===== src/rtl/multicycle_control_unit.sv =====
// multicycle_control_unit: multi-cycle control FSM for the shared CPU datapath.
// Each instruction moves through fetch, decode, execute, memory and write-back
// states. Memory states wait on mem_ready, and a bounded wait counter limits how
// long they wait.
// Optional feature: define MCU_JUMP_EN to add the j instruction (JUMP state).
module multicycle_control_unit #(
    parameter int unsigned ALU_OP_W   = 3,
    parameter int unsigned WAIT_CNT_W = 4
) (
    input  logic                clk,
    input  logic                rst_n,
    input  logic [5:0]          op,
    input  logic [5:0]          func,
    input  logic                zero,
    input  logic                mem_ready,
    output logic                mem_req,
    output logic                mem_we,
    output logic                i_or_d,
    output logic                ir_write,
    output logic                pc_write,
    output logic [1:0]          pc_src,
    output logic                reg_write,
    output logic                reg_dst,
    output logic                mem_to_reg,
    output logic                alu_src_a,
    output logic [1:0]          alu_src_b,
    output logic [ALU_OP_W-1:0] alu_op,
    output logic                retire,
    output logic                illegal,
    output logic                timeout,
    output logic [3:0]          state
);

    typedef enum logic [3:0] {
        StFetch    = 4'd0,
        StDecode   = 4'd1,
        StExecR    = 4'd2,
        StExecAddr = 4'd3,
        StMemRd    = 4'd4,
        StMemWr    = 4'd5,
        StWbR      = 4'd6,
        StWbMem    = 4'd7,
        StBranch   = 4'd8,
        StLuiWb    = 4'd9,
        StJump     = 4'd10,
        StErr      = 4'd15
    } state_e;

    localparam logic [5:0] OpRType = 6'b000000;
    localparam logic [5:0] OpLw    = 6'b100011;
    localparam logic [5:0] OpSw    = 6'b101011;
    localparam logic [5:0] OpBeq   = 6'b000100;
    localparam logic [5:0] OpLui   = 6'b001111;
`ifdef MCU_JUMP_EN
    localparam logic [5:0] OpJ     = 6'b000010;
`endif

    localparam logic [ALU_OP_W-1:0] AluAdd = ALU_OP_W'(0);
    localparam logic [ALU_OP_W-1:0] AluSub = ALU_OP_W'(1);
    localparam logic [ALU_OP_W-1:0] AluAnd = ALU_OP_W'(2);
    localparam logic [ALU_OP_W-1:0] AluOr  = ALU_OP_W'(3);
    localparam logic [ALU_OP_W-1:0] AluXor = ALU_OP_W'(4);
    localparam logic [ALU_OP_W-1:0] AluLui = ALU_OP_W'(5);

    // A wait expires on its (2^WAIT_CNT_W - 1)th stalled cycle, i.e. when the
    // counter would step to all-ones.
    localparam logic [WAIT_CNT_W-1:0] WaitLast = WAIT_CNT_W'((1 << WAIT_CNT_W) - 2);

    state_e                  state_q, state_d;
    logic [WAIT_CNT_W-1:0]   wait_cnt_q, wait_cnt_d;
    logic                    illegal_q, illegal_d;
    logic                    timeout_q, timeout_d;
    logic                    wait_state;
    logic                    r_func_ok;
    logic [ALU_OP_W-1:0]     r_alu_op;

    // Decode the R-type funct field into a legality flag and an ALU operation.
    always_comb begin
        r_func_ok = 1'b1;
        r_alu_op  = AluAdd;
        case (func)
            6'b100000: r_alu_op = AluAdd;
            6'b100010: r_alu_op = AluSub;
            6'b100100: r_alu_op = AluAnd;
            6'b100101: r_alu_op = AluOr;
            6'b100110: r_alu_op = AluXor;
            default:   r_func_ok = 1'b0;
        endcase
    end

    // Next state, sticky flags, wait counter, and per-state datapath controls.
    always_comb begin
        state_d    = state_q;
        illegal_d  = illegal_q;
        timeout_d  = timeout_q;
        wait_state = 1'b0;
        mem_req    = 1'b0;
        mem_we     = 1'b0;
        i_or_d     = 1'b0;
        ir_write   = 1'b0;
        pc_write   = 1'b0;
        pc_src     = 2'b00;
        reg_write  = 1'b0;
        reg_dst    = 1'b0;
        mem_to_reg = 1'b0;
        alu_src_a  = 1'b0;
        alu_src_b  = 2'b00;
        alu_op     = AluAdd;
        retire     = 1'b0;
        case (state_q)
            StFetch: begin
                wait_state = 1'b1;
                mem_req    = 1'b1;
                alu_src_b  = 2'b01;
                // mem_ready is ignored while reset is held
                ir_write   = mem_ready & rst_n;
                pc_write   = mem_ready & rst_n;
                if (mem_ready) state_d = StDecode;
            end
            StDecode: begin
                alu_src_b = 2'b11;
                case (op)
                    OpRType: state_d = r_func_ok ? StExecR : StErr;
                    OpLw, OpSw: state_d = StExecAddr;
                    OpBeq:   state_d = StBranch;
                    OpLui:   state_d = StLuiWb;
`ifdef MCU_JUMP_EN
                    OpJ:     state_d = StJump;
`endif
                    default: state_d = StErr;
                endcase
                if (state_d == StErr) illegal_d = 1'b1;
            end
            StExecR: begin
                alu_src_a = 1'b1;
                alu_op    = r_alu_op;
                state_d   = StWbR;
            end
            StWbR: begin
                reg_write = 1'b1;
                reg_dst   = 1'b1;
                retire    = 1'b1;
                state_d   = StFetch;
            end
            StExecAddr: begin
                alu_src_a = 1'b1;
                alu_src_b = 2'b10;
                state_d   = (op == OpLw) ? StMemRd : StMemWr;
            end
            StMemRd: begin
                wait_state = 1'b1;
                mem_req    = 1'b1;
                i_or_d     = 1'b1;
                if (mem_ready) state_d = StWbMem;
            end
            StWbMem: begin
                reg_write  = 1'b1;
                mem_to_reg = 1'b1;
                retire     = 1'b1;
                state_d    = StFetch;
            end
            StMemWr: begin
                wait_state = 1'b1;
                mem_req    = 1'b1;
                mem_we     = 1'b1;
                i_or_d     = 1'b1;
                retire     = mem_ready;
                if (mem_ready) state_d = StFetch;
            end
            StBranch: begin
                alu_src_a = 1'b1;
                alu_op    = AluSub;
                pc_src    = 2'b01;
                pc_write  = zero;
                retire    = 1'b1;
                state_d   = StFetch;
            end
            StLuiWb: begin
                alu_src_b = 2'b10;
                alu_op    = AluLui;
                reg_write = 1'b1;
                retire    = 1'b1;
                state_d   = StFetch;
            end
`ifdef MCU_JUMP_EN
            StJump: begin
                pc_src   = 2'b10;
                pc_write = 1'b1;
                retire   = 1'b1;
                state_d  = StFetch;
            end
`endif
            StErr:   state_d = StErr;
            default: state_d = StErr;
        endcase

        // Stalled cycles count up; any other cycle clears, so every wait starts at 0.
        // mem_ready on the expiry cycle completes the transfer normally.
        wait_cnt_d = '0;
        if (wait_state && !mem_ready) begin
            if (wait_cnt_q == WaitLast) begin
                state_d   = StErr;
                timeout_d = 1'b1;
            end else begin
                wait_cnt_d = wait_cnt_q + WAIT_CNT_W'(1);
            end
        end
    end

    // State, wait counter and sticky error flags.
    always_ff @(posedge clk or negedge rst_n) begin
        if (!rst_n) begin
            state_q    <= StFetch;
            wait_cnt_q <= '0;
            illegal_q  <= 1'b0;
            timeout_q  <= 1'b0;
        end else begin
            state_q    <= state_d;
            wait_cnt_q <= wait_cnt_d;
            illegal_q  <= illegal_d;
            timeout_q  <= timeout_d;
        end
    end

    assign illegal = illegal_q;
    assign timeout = timeout_q;
    assign state   = state_q;

endmodule


===== config.mk =====
export PLATFORM = sky130hd
export DESIGN_NAME = multicycle_control_unit
export DESIGN_NICKNAME = d
export VERILOG_FILES = /design/src/rtl/multicycle_control_unit.sv
export SDC_FILE = /design/constraint.sdc
export NUM_CORES = 1
export LEC_CHECK = 0
export BUFFER_PORTS_ARGS = -buffer_cell sky130_fd_sc_hd__buf_2
export CAP_MARGIN = 20
export CORE_UTILIZATION = 25
export CTS_BUF_LIST = sky130_fd_sc_hd__clkbuf_8
export CTS_CLUSTER_SIZE = 24
export DETAILED_ROUTE_END_ITERATION = 10
export GPL_TIMING_DRIVEN = 0
export SETUP_SLACK_MARGIN = 0.3
export SLEW_MARGIN = 20
export SYNTH_ARGS = -nofsm -noshare
export SYNTH_HDL_FRONTEND = slang
export SYNTH_SLANG_ARGS = --single-unit

===== constraint.sdc =====
create_clock -name clk -period 1.7 [get_ports clk]
set_input_delay 0.085 -clock clk [delete_from_list [all_inputs] [get_ports clk]]
set_output_delay 0.085 -clock clk [all_outputs]
set_load 0.01 [all_outputs]

==> results of run 1 <==
state kept, by name, indices dropped and copies added (netlist names):
| signal | count |
|---|---|
| wait_cnt_q | 4 |
| timeout | 1 |
| state | 4 |
| illegal | 1 |
kinds of logic after synthesis:
logic type / after synthesis
buffers and inverters: 13
DFF: 10
other: 1
and+or+nand+nor: 57
AOI/OAI and AO/OA: 30
adders and majority gates: 2
muxes: 1
xor gates and xnor gates: 2
worst paths after layout:
path                           from  endpoint  slack, ns  cells after the start
hold reg to reg             timeout   timeout       0.46                      1
hold / removal                op[4]  state[3]       0.24                      3
setup reg to reg           state[1]  state[3]       0.12                      5
setup / recovery           state[1]  state[3]       0.12                      5
max in group asynchronous     rst_n  state[1]       0.97                      2
min in group asynchronous     rst_n  state[2]       0.40                      2
stage by stage:
step           util, %  std cells  total power [mW]  hold slack (ns)  cell area [µm²]
3_5_place_dp     34.73        199            0.3055         -0.03393             1186
5_1_grt          48.02        226            0.5827           0.2651             1640
6_report         48.02        226            0.5518           0.2353             1640
3_3_place_gp     34.73        199            0.3027         -0.03647             1186
2_1_floorplan        -        116            0.2677          -0.2106            943.4
4_1_cts          44.32        220            0.5601           0.2258             1514
where the power goes:
group,internal (mW),total [mW],switching [mW]
registers,0.240,0.240,0.000556
clock network,0.157,0.243,0.0856
logic,0.0278,0.0686,0.0407
total,0.425,0.552,0.127
final cells by class:
| cell class | count | area [µm²] |
|---|---|---|
| Tap cell | 46 | 57.56 |
| Multi-Input combinational cell | 93 | 759.5 |
| Fill cell | 317 | 1775 |
| Inverter | 5 | 22.52 |
| Clock buffer | 3 | 41.29 |
| Buffer | 8 | 117.6 |
| Sequential cell | 10 | 252.7 |
| Clock inverter | 1 | 3.754 |
| Timing Repair Buffer | 60 | 385.4 |
worst reg2reg max path: stages, from the launching register on:
cell and delay, ns:
dfrtp_2 0.44, buf_4 0.16, or4b_4 0.51, buf_6 0.15, o21ba_1 0.18, o21ai_1 0.06
repair_timing:
action / in CTS / in global routing
hold endpoints to repair: 10 / 0
endpoints found under the setup margin: 24 / 23
pin swaps: 9 / 10
hold buffers: 1 / 0
buffers inserted: 15 / 6
resized for setup: 36 / 23
gates cloned: 1 / 0
cells in the final DEF, fill, tap and decap left out, types with 2 or more instances in the layout:
| cell | n |
|---|---|
| buf_2 | 37 |
| buf_4 | 18 |
| nor2_1 | 10 |
| dfrtp_1 | 8 |
| nand2b_1 | 7 |
| nand2_1 | 6 |
| buf_8 | 5 |
| clkbuf_8 | 5 |
| inv_1 | 5 |
| buf_6 | 4 |
| a21oi_1 | 4 |
| nor2b_4 | 3 |
| or3_1 | 3 |
| o22ai_1 | 3 |
| o21ai_1 | 3 |
| nor4_4 | 2 |
| nor2_2 | 2 |
| nor2b_1 | 2 |
| nand2_2 | 2 |
| nor3_2 | 2 |
| o21ai_0 | 2 |
| nand4_1 | 2 |
| a21o_1 | 2 |
| nand4b_1 | 2 |
| nand3_1 | 2 |
| o31ai_1 | 2 |
| a2111oi_4 | 2 |
| ha_1 | 2 |
| dfrtp_2 | 2 |
per-layer routing:
metal	routed length (µm)	GRT usage [%]	vias to the layer above
met1	1396	18.56	573
met2	1579	28.26	49
met5	0	0	-
met3	172	3.285	6
met4	56	4.360	0
li1	-	-	549
==> metrics, run 1 <==
outcome finished clean; CTS root buf clkbuf_8; Core Region around 3400 µm²; period utilisation layout just over 90%; Required @ worst endpoint roughly 1.9 ns; vias in the first global route around 1,100; Mapped Cells ~120; CP max FO 5; initial core utilization approximately 27%; Compound-Gate Fraction of Synth Area ~26%; H-tree depth 1; Synth Flop Type dfrtp_1; layout cells sized above 1 between 50% and 60%; number of antenna violations at the first check in global routing 0; Die H roughly 63 µm; CP arrival around 1.7 ns; Die Wd between 60 and 70 µm; Synth Net Count 134; clock buffer count from CTS 3; port bufs 37; CTS tree built; CP cell instances buf_4 > or4b_4 > buf_6 > o21ba_1 > o21ai_1; Max Slew Vio Count 0; per-cell routed wire length between 10 and 15 µm; routed via count ~1,200; Reg clk slew, reported paths 0.05 ns; final hold viol count 0; Area contributors post-synth dfrtp_1, nand2b_1, nor2_1; type of origin of the critical path flip-flop; first-pass GRT wire length between 5 and 6 mm; Post-DRT Antenna Nets 0; Synth Area in Adders about 2.7%; Global Route Usage Sum between 10% and 20%; FP Rows 21; n_diodes 0; leak pwr roughly 0.72 nW; CP delay by family, top simple AND/OR/NAND/NOR gates; unrepaired setup endpoints after global routing true; EDFF count, synth 0; global placement routability congestion 0.7801; HPWL after detailed placement slightly below 2 mm; DR DRC count 0; CP bufs+invs 2; fraction of registers with async set/reset 100.0%; Synth Cell Area about 920 µm²; commonest cells in the netlist nor2_1, dfrtp_1, nand2_1, nand2b_1, o21ai_0; Max Fclk ~630 MHz; worst skew pair latency between 0.2 and 0.25 ns; minimum clock period between 1.5 and 2 ns; DR iter-0 viols 56; total number of yosys warnings 0; number of iterations in the first detailed-routing pass 4; post-synthesis sequential area ratio 27.29%; power per cell area between 300 and 400 nW/µm²; Setup WS pre-CTS approximately 0.091 ns; final setup violating endpoints 0; syn avg cell area ~7.9 µm²; Worst path max stage delay 0.51 ns; CTS Sinks 10; largest family of logic cells by synthesized area simple AND/OR/NAND/NOR gates; most frequent cell after synthesis nor2_1; CP Capture Type flip-flop; Synth Register Bits 10; Layout area overhead 78.85%; CP Class flip-flop to flip-flop; Worst Hold Class input pin to flip-flop; GR Overflow Total 0; I/O Pins 39; Synth Area in Simple Gates between 30% and 40%; Final Skew ~0.0075 ns; worst vdd ir approximately 0.43 mV; cell accounting for the most synthesized area dfrtp_1; xor/xnor share of the synthesized area under 10%; Setup TNS Final 0 ns; Layout Nets just under 200; synth unique cells 44; maximum clock insertion buffer count 2; mux contribution to synthesized area 1.091%; Critical-path top delay cell or4b_4; DRT Wirelength 3.204 mm; area fraction of the dominant cell type after synthesis a little over a quarter; Max-Cap Viols 0; final setup margin 0.1208 ns; Avg Vias per Cell 5.208; largest net degree at the start of global routing 11; die area between 3000 and 4000 µm²
(Power assumes the default switching activity.)
==> inputs of run 2 (changes only) <==
PLACE_DENSITY_LB_ADDON = 0.1   (was default)
SKIP_LAST_GASP = 1   (was default)
==> metrics, run 2 (synthesized netlist as in run 1, its figures left out) <==
DR DRC count 0 (unchanged); FP Rows 21 (unchanged); Required @ worst endpoint 1.62 ns (-0.24 ns); most common cell after layout, fill and taps aside buf_2; Die H 62.57 µm (unchanged); routed via count 1,064 (-9.6%); reg2reg end state[3]; Final Skew 0.002938 ns (-0.004553 ns); minimum clock period 1.559 ns (-0.02055 ns); crit path launch state[0]; Worst R2R Path Depth 5 (unchanged); type of origin of the critical path flip-flop; Layout area overhead 75.58%; Core Region 3416 µm² (unchanged); CP max FO 4 (-1); Max Fclk 641.6 MHz (+1.3%); Setup TNS Final 0 ns (unchanged); leak pwr 0.7138 nW (-1.1%); Hold Slack 0.2388 ns (+0.003574 ns); number of antenna violations at the first check in global routing 0 (unchanged); port bufs 37 (unchanged); Max-Cap Viols 0 (unchanged); CTS root buf clkbuf_8; FF-to-FF setup slack 0.15 ns (+0.03 ns); worst vdd ir 0.3722 mV (-13%); Worst Setup EP alu_op[2]; CTS Sinks 10 (unchanged); most frequent cells in the layout buf_2, buf_4, nor2_1, buf_6; Avg Vias per Cell 4.793 (-8.0%); I/O Pins 39 (unchanged); DR iter-0 viols 67 (+20%); CTS tree built; fin area 1610 µm² (-1.8%); placed instance area 1186 µm² (unchanged); period utilisation layout 91.69% (-1.2 points); unrepaired setup endpoints after global routing true; final setup violating endpoints 0 (unchanged); maximum clock insertion buffer count 2 (unchanged); per-cell routed wire length 13.59 µm (-4.2%); Die Wd 62.57 µm (unchanged); CP Capture Type output port; worst skew pair latency 0.24 ns (about the same); HPWL after detailed placement 1.918 mm (-3.0%); outcome finished clean; clock buffer count from CTS 3 (unchanged); Worst R2R Start state[3]; GR Overflow Total 0 (unchanged); Layout Nets 195 (-2.0%); H-tree depth 1 (unchanged); number of iterations in the first detailed-routing pass 4 (unchanged); Max Slew Vio Count 0 (unchanged); CP Class flip-flop to output port; initial core utilization 26.85% (unchanged); power per cell area 346.8 nW/µm² (+3.1%); final hold viol count 0 (unchanged); DRT Wirelength 3.016 mm (-5.9%); vias in the first global route 983 (-11%); CP arrival 1.47 ns (-0.27 ns); largest net degree at the start of global routing 11 (unchanged); first-pass GRT wire length 4.726 mm (-5.9%); n_diodes 0 (unchanged); layout cells sized above 1 55.11% (+0.11 points); global placement routability congestion 0.7551 (-3.2%); die area 3915 µm² (unchanged); Post-DRT Antenna Nets 0 (unchanged); Worst Hold Class input pin to flip-flop; Global Route Usage Sum 15.20% (-0.49 points); Reg clk slew, reported paths 0.05 ns (about the same)
[run 2: worst min path at each step]
| stage | start | endpoint | slack (ns) | depth (start not counted) |
|---|---|---|---|---|
| 2_1_floorplan | rst_n | illegal | -0.21 | 0 |
| 3_3_place_gp | rst_n | illegal | -0.03 | 1 |
| 3_5_place_dp | rst_n | illegal | -0.03 | 1 |
| 4_1_cts | op[4] | state[0] | 0.23 | 3 |
| 5_1_grt | op[4] | state[3] | 0.26 | 3 |
| 6_report | op[4] | state[2] | 0.24 | 3 |
[run 2: layout make-up]
type / instances / area, µm²
clock inverters: 1 / 3.754
multi-input cells: 93 / 760.7
fillers: 347 / 1805
flip-flops and latches: 10 / 252.7
plain buffers: 8 / 92.59
repair buffers: 56 / 379.1
clock buffers: 3 / 41.29
well taps: 46 / 57.56
inverters: 5 / 22.52
[run 2: worst max-delay path, cell delays in order (launching register included)]
cell     delay [ns]
dfrtp_2        0.44
nor2b_4        0.13
nand3_2        0.07
or3_1          0.33
a21oi_2        0.13
buf_2          0.14
[run 2: repair_timing]
action,in CTS,in global routing
endpoints found under the hold margin,10,0
buffers inserted,10,6
setup endpoints to repair,24,25
cloned,0,2
hold buffers,1,0
pin swaps,9,7
gates resized for setup,23,37
[run 2: metal layers]
metal	GRT usage [%]	part of all wire, %	wire, µm
met1	20.27	48	1445
met2	24.05	47	1415
met3	2.190	3.7	111
met4	6.977	1.4	43
met5	0	0	0
[run 2: power breakdown]
part	total, mW	switching, mW	leakage [nW]	internal (mW)
Sequential	0.240	0.000312	0.113	0.240
Clock	0.252	0.0943	0.0269	0.158
Combinational	0.0661	0.0386	0.573	0.0275
Total	0.558	0.133	0.714	0.425
[run 2: stage by stage]
step | cells | setup WS [ns] | power (mW) | utilization, %
floorplan | 116 | 0.1356 | 0.2677 | -
global placement | 199 | 0.08011 | 0.3038 | 34.73
detailed placement | 199 | 0.06478 | 0.3049 | 34.73
CTS | 214 | 0.1326 | 0.5688 | 40.62
global route | 222 | 0.08056 | 0.5893 | 47.14
finish | 222 | 0.1413 | 0.5584 | 47.14
==> inputs of run 3 (changes only) <==
CELL_PAD_IN_SITES_DETAIL_PLACEMENT = 0   (was default)
CELL_PAD_IN_SITES_GLOBAL_PLACEMENT = 1   (was default)
==> metrics, run 3 (synthesized netlist as in run 1, its figures left out) <==
Max Slew Vio Count 0 (unchanged); layout cells sized above 1 59.02% (+3.9 points); Comb power frac 11.1% (-0.7 points); Avg Vias per Cell 4.930 (+2.9%); DR DRC count 0 (unchanged); Layout area overhead 81.58%; DR iter-0 viols 81 (+21%); n_diodes 0 (unchanged); H-tree depth 1 (unchanged); Final Skew 0.003362 ns (+0.0004249 ns); GR Overflow Total 0 (unchanged); Die H 62.57 µm (unchanged); I/O Pins 39 (unchanged); Pint 471.2 µW (+11%); power share of the clock group 49.5% (+4.3 points); Sw Share 22.66% (-1.2 points); power per cell area 365.8 nW/µm² (+5.5%); DRT Wirelength 2.947 mm (-2.3%); CP max FO 7 (+3); Post-DRT Antenna Nets 0 (unchanged); FP Rows 21 (unchanged); per-cell routed wire length 12.87 µm (-5.3%); worst skew pair latency 0.24 ns (about the same); Layout Utilization 48.75% (+1.6 points); number of antenna violations at the first check in global routing 0 (unchanged); final hold viol count 0 (unchanged); Setup WS pre-CTS 0.07564 ns (+0.01086 ns); clock buffer count from CTS 3 (unchanged); port bufs 37 (unchanged); Cell Count, Final, Fillers Out 229 (+3.2%); minimum clock period 1.594 ns (+0.03577 ns); period utilisation layout 93.79% (+2.1 points); outcome finished clean; die area 3915 µm² (unchanged); CTS tree built; number of iterations in the first detailed-routing pass 4 (unchanged); type of origin of the critical path flip-flop; Die Wd 62.57 µm (unchanged); routed via count 1,129 (+6.1%); first-pass GRT wire length 4.905 mm (+3.8%); vias in the first global route 1,016 (+3.4%); final setup margin 0.1056 ns (-0.03577 ns); Required @ worst endpoint 1.86 ns (+0.24 ns); initial core utilization 26.85% (unchanged); CP Class flip-flop to flip-flop; Max-Cap Viols 0 (unchanged); Reg clk slew, reported paths 0.05 ns (about the same); CP Capture Type flip-flop; CTS Sinks 10 (unchanged); HPWL after detailed placement 1.895 mm (-1.2%); Layout Nets 202 (+3.6%); Cells after DPL 199 (unchanged); unrepaired setup endpoints after global routing true; Setup TNS Final 0 ns (unchanged); Core Region 3416 µm² (unchanged); Worst Hold Class input pin to flip-flop; total power 609.2 µW (+9.1%); worst vdd ir 0.4261 mV (+14%); maximum clock insertion buffer count 2 (unchanged); sw power 138.0 µW (+3.6%); Global Route Usage Sum 15.45% (+0.24 points); most common cell after layout, fill and taps aside buf_2; most frequent cells in the layout buf_2, buf_4, buf_6, nor2_1; leak pwr 0.7187 nW (+0.68%); Max Fclk 627.2 MHz (-2.2%); CP arrival 1.76 ns (+0.29 ns); largest net degree at the start of global routing 11 (unchanged); CTS root buf clkbuf_8; final setup violating endpoints 0 (unchanged); global placement routability congestion 0.7705 (+2.0%); Reg power frac 39.4% (-3.6 points)
run 3: worst max-delay path: stages (launching register included):
cell	delay, ns
dfrtp_1	0.39
buf_6	0.15
or4b_4	0.57
buf_6	0.15
o21ba_1	0.17
o21ai_1	0.08
run 3: per-layer routing:
metal / wire [µm] / vias to the layer above / global-route usage (%) / share of wire, %
li1: - / 554 / - / -
met1: 1439 / 533 / 22.32 / 49
met2: 1355 / 38 / 23.64 / 46
met3: 127 / 4 / 1.642 / 4.3
met4: 25 / 0 / 5.233 / 0.85
met5: 0 / - / 0 / 0
run 3: final timing paths:
check,startpoint,to,slack [ns],cells past startpoint
worst max-delay path,state[3],state[3],0.11,5
worst min-delay path,op[4],state[0],0.24,3
worst max register to register,state[3],state[3],0.11,5
worst min register to register,timeout,timeout,0.46,1
max in group asynchronous,rst_n,state[0],0.96,2
min in group asynchronous,rst_n,illegal,0.40,2
run 3: power by group through the flow:
stage / Combinational, mW / Sequential [mW] / Clock [mW]
2_1_floorplan: 0.0236 / 0.244 / 0
3_3_place_gp: 0.0601 / 0.244 / 0
3_5_place_dp: 0.0610 / 0.244 / 0
4_1_cts: 0.0669 / 0.240 / 0.305
5_1_grt: 0.0756 / 0.240 / 0.318
6_report: 0.0676 / 0.240 / 0.302
run 3: area by class of cell:
class | count | area [µm²]
fillers | 357 | 1750
multi-input cells | 93 | 760.7
repair buffers | 63 | 415.4
flip-flops and latches | 10 | 254.0
plain buffers | 8 | 100.1
well taps | 46 | 57.56
clock buffers | 4 | 55.05
inverters | 5 | 22.52
run 3: repair_timing:
action | in CTS | in global routing
pin swaps | 14 | 6
buffers inserted | 17 | 7
hold endpoints to repair | 10 | 0
cloned | 1 | 0
gates resized for setup | 41 | 21
setup endpoints to repair | 24 | 25
hold buffers | 1 | 0
run 3: metrics by stage:
stage	cell area, µm²	hold slack, ns
after CTS	1543	0.2439
final	1665	0.2395
after floorplan	943.4	-0.2106
after global routing	1665	0.2643
after global placement	1186	-0.03608
after detailed placement	1186	-0.03616
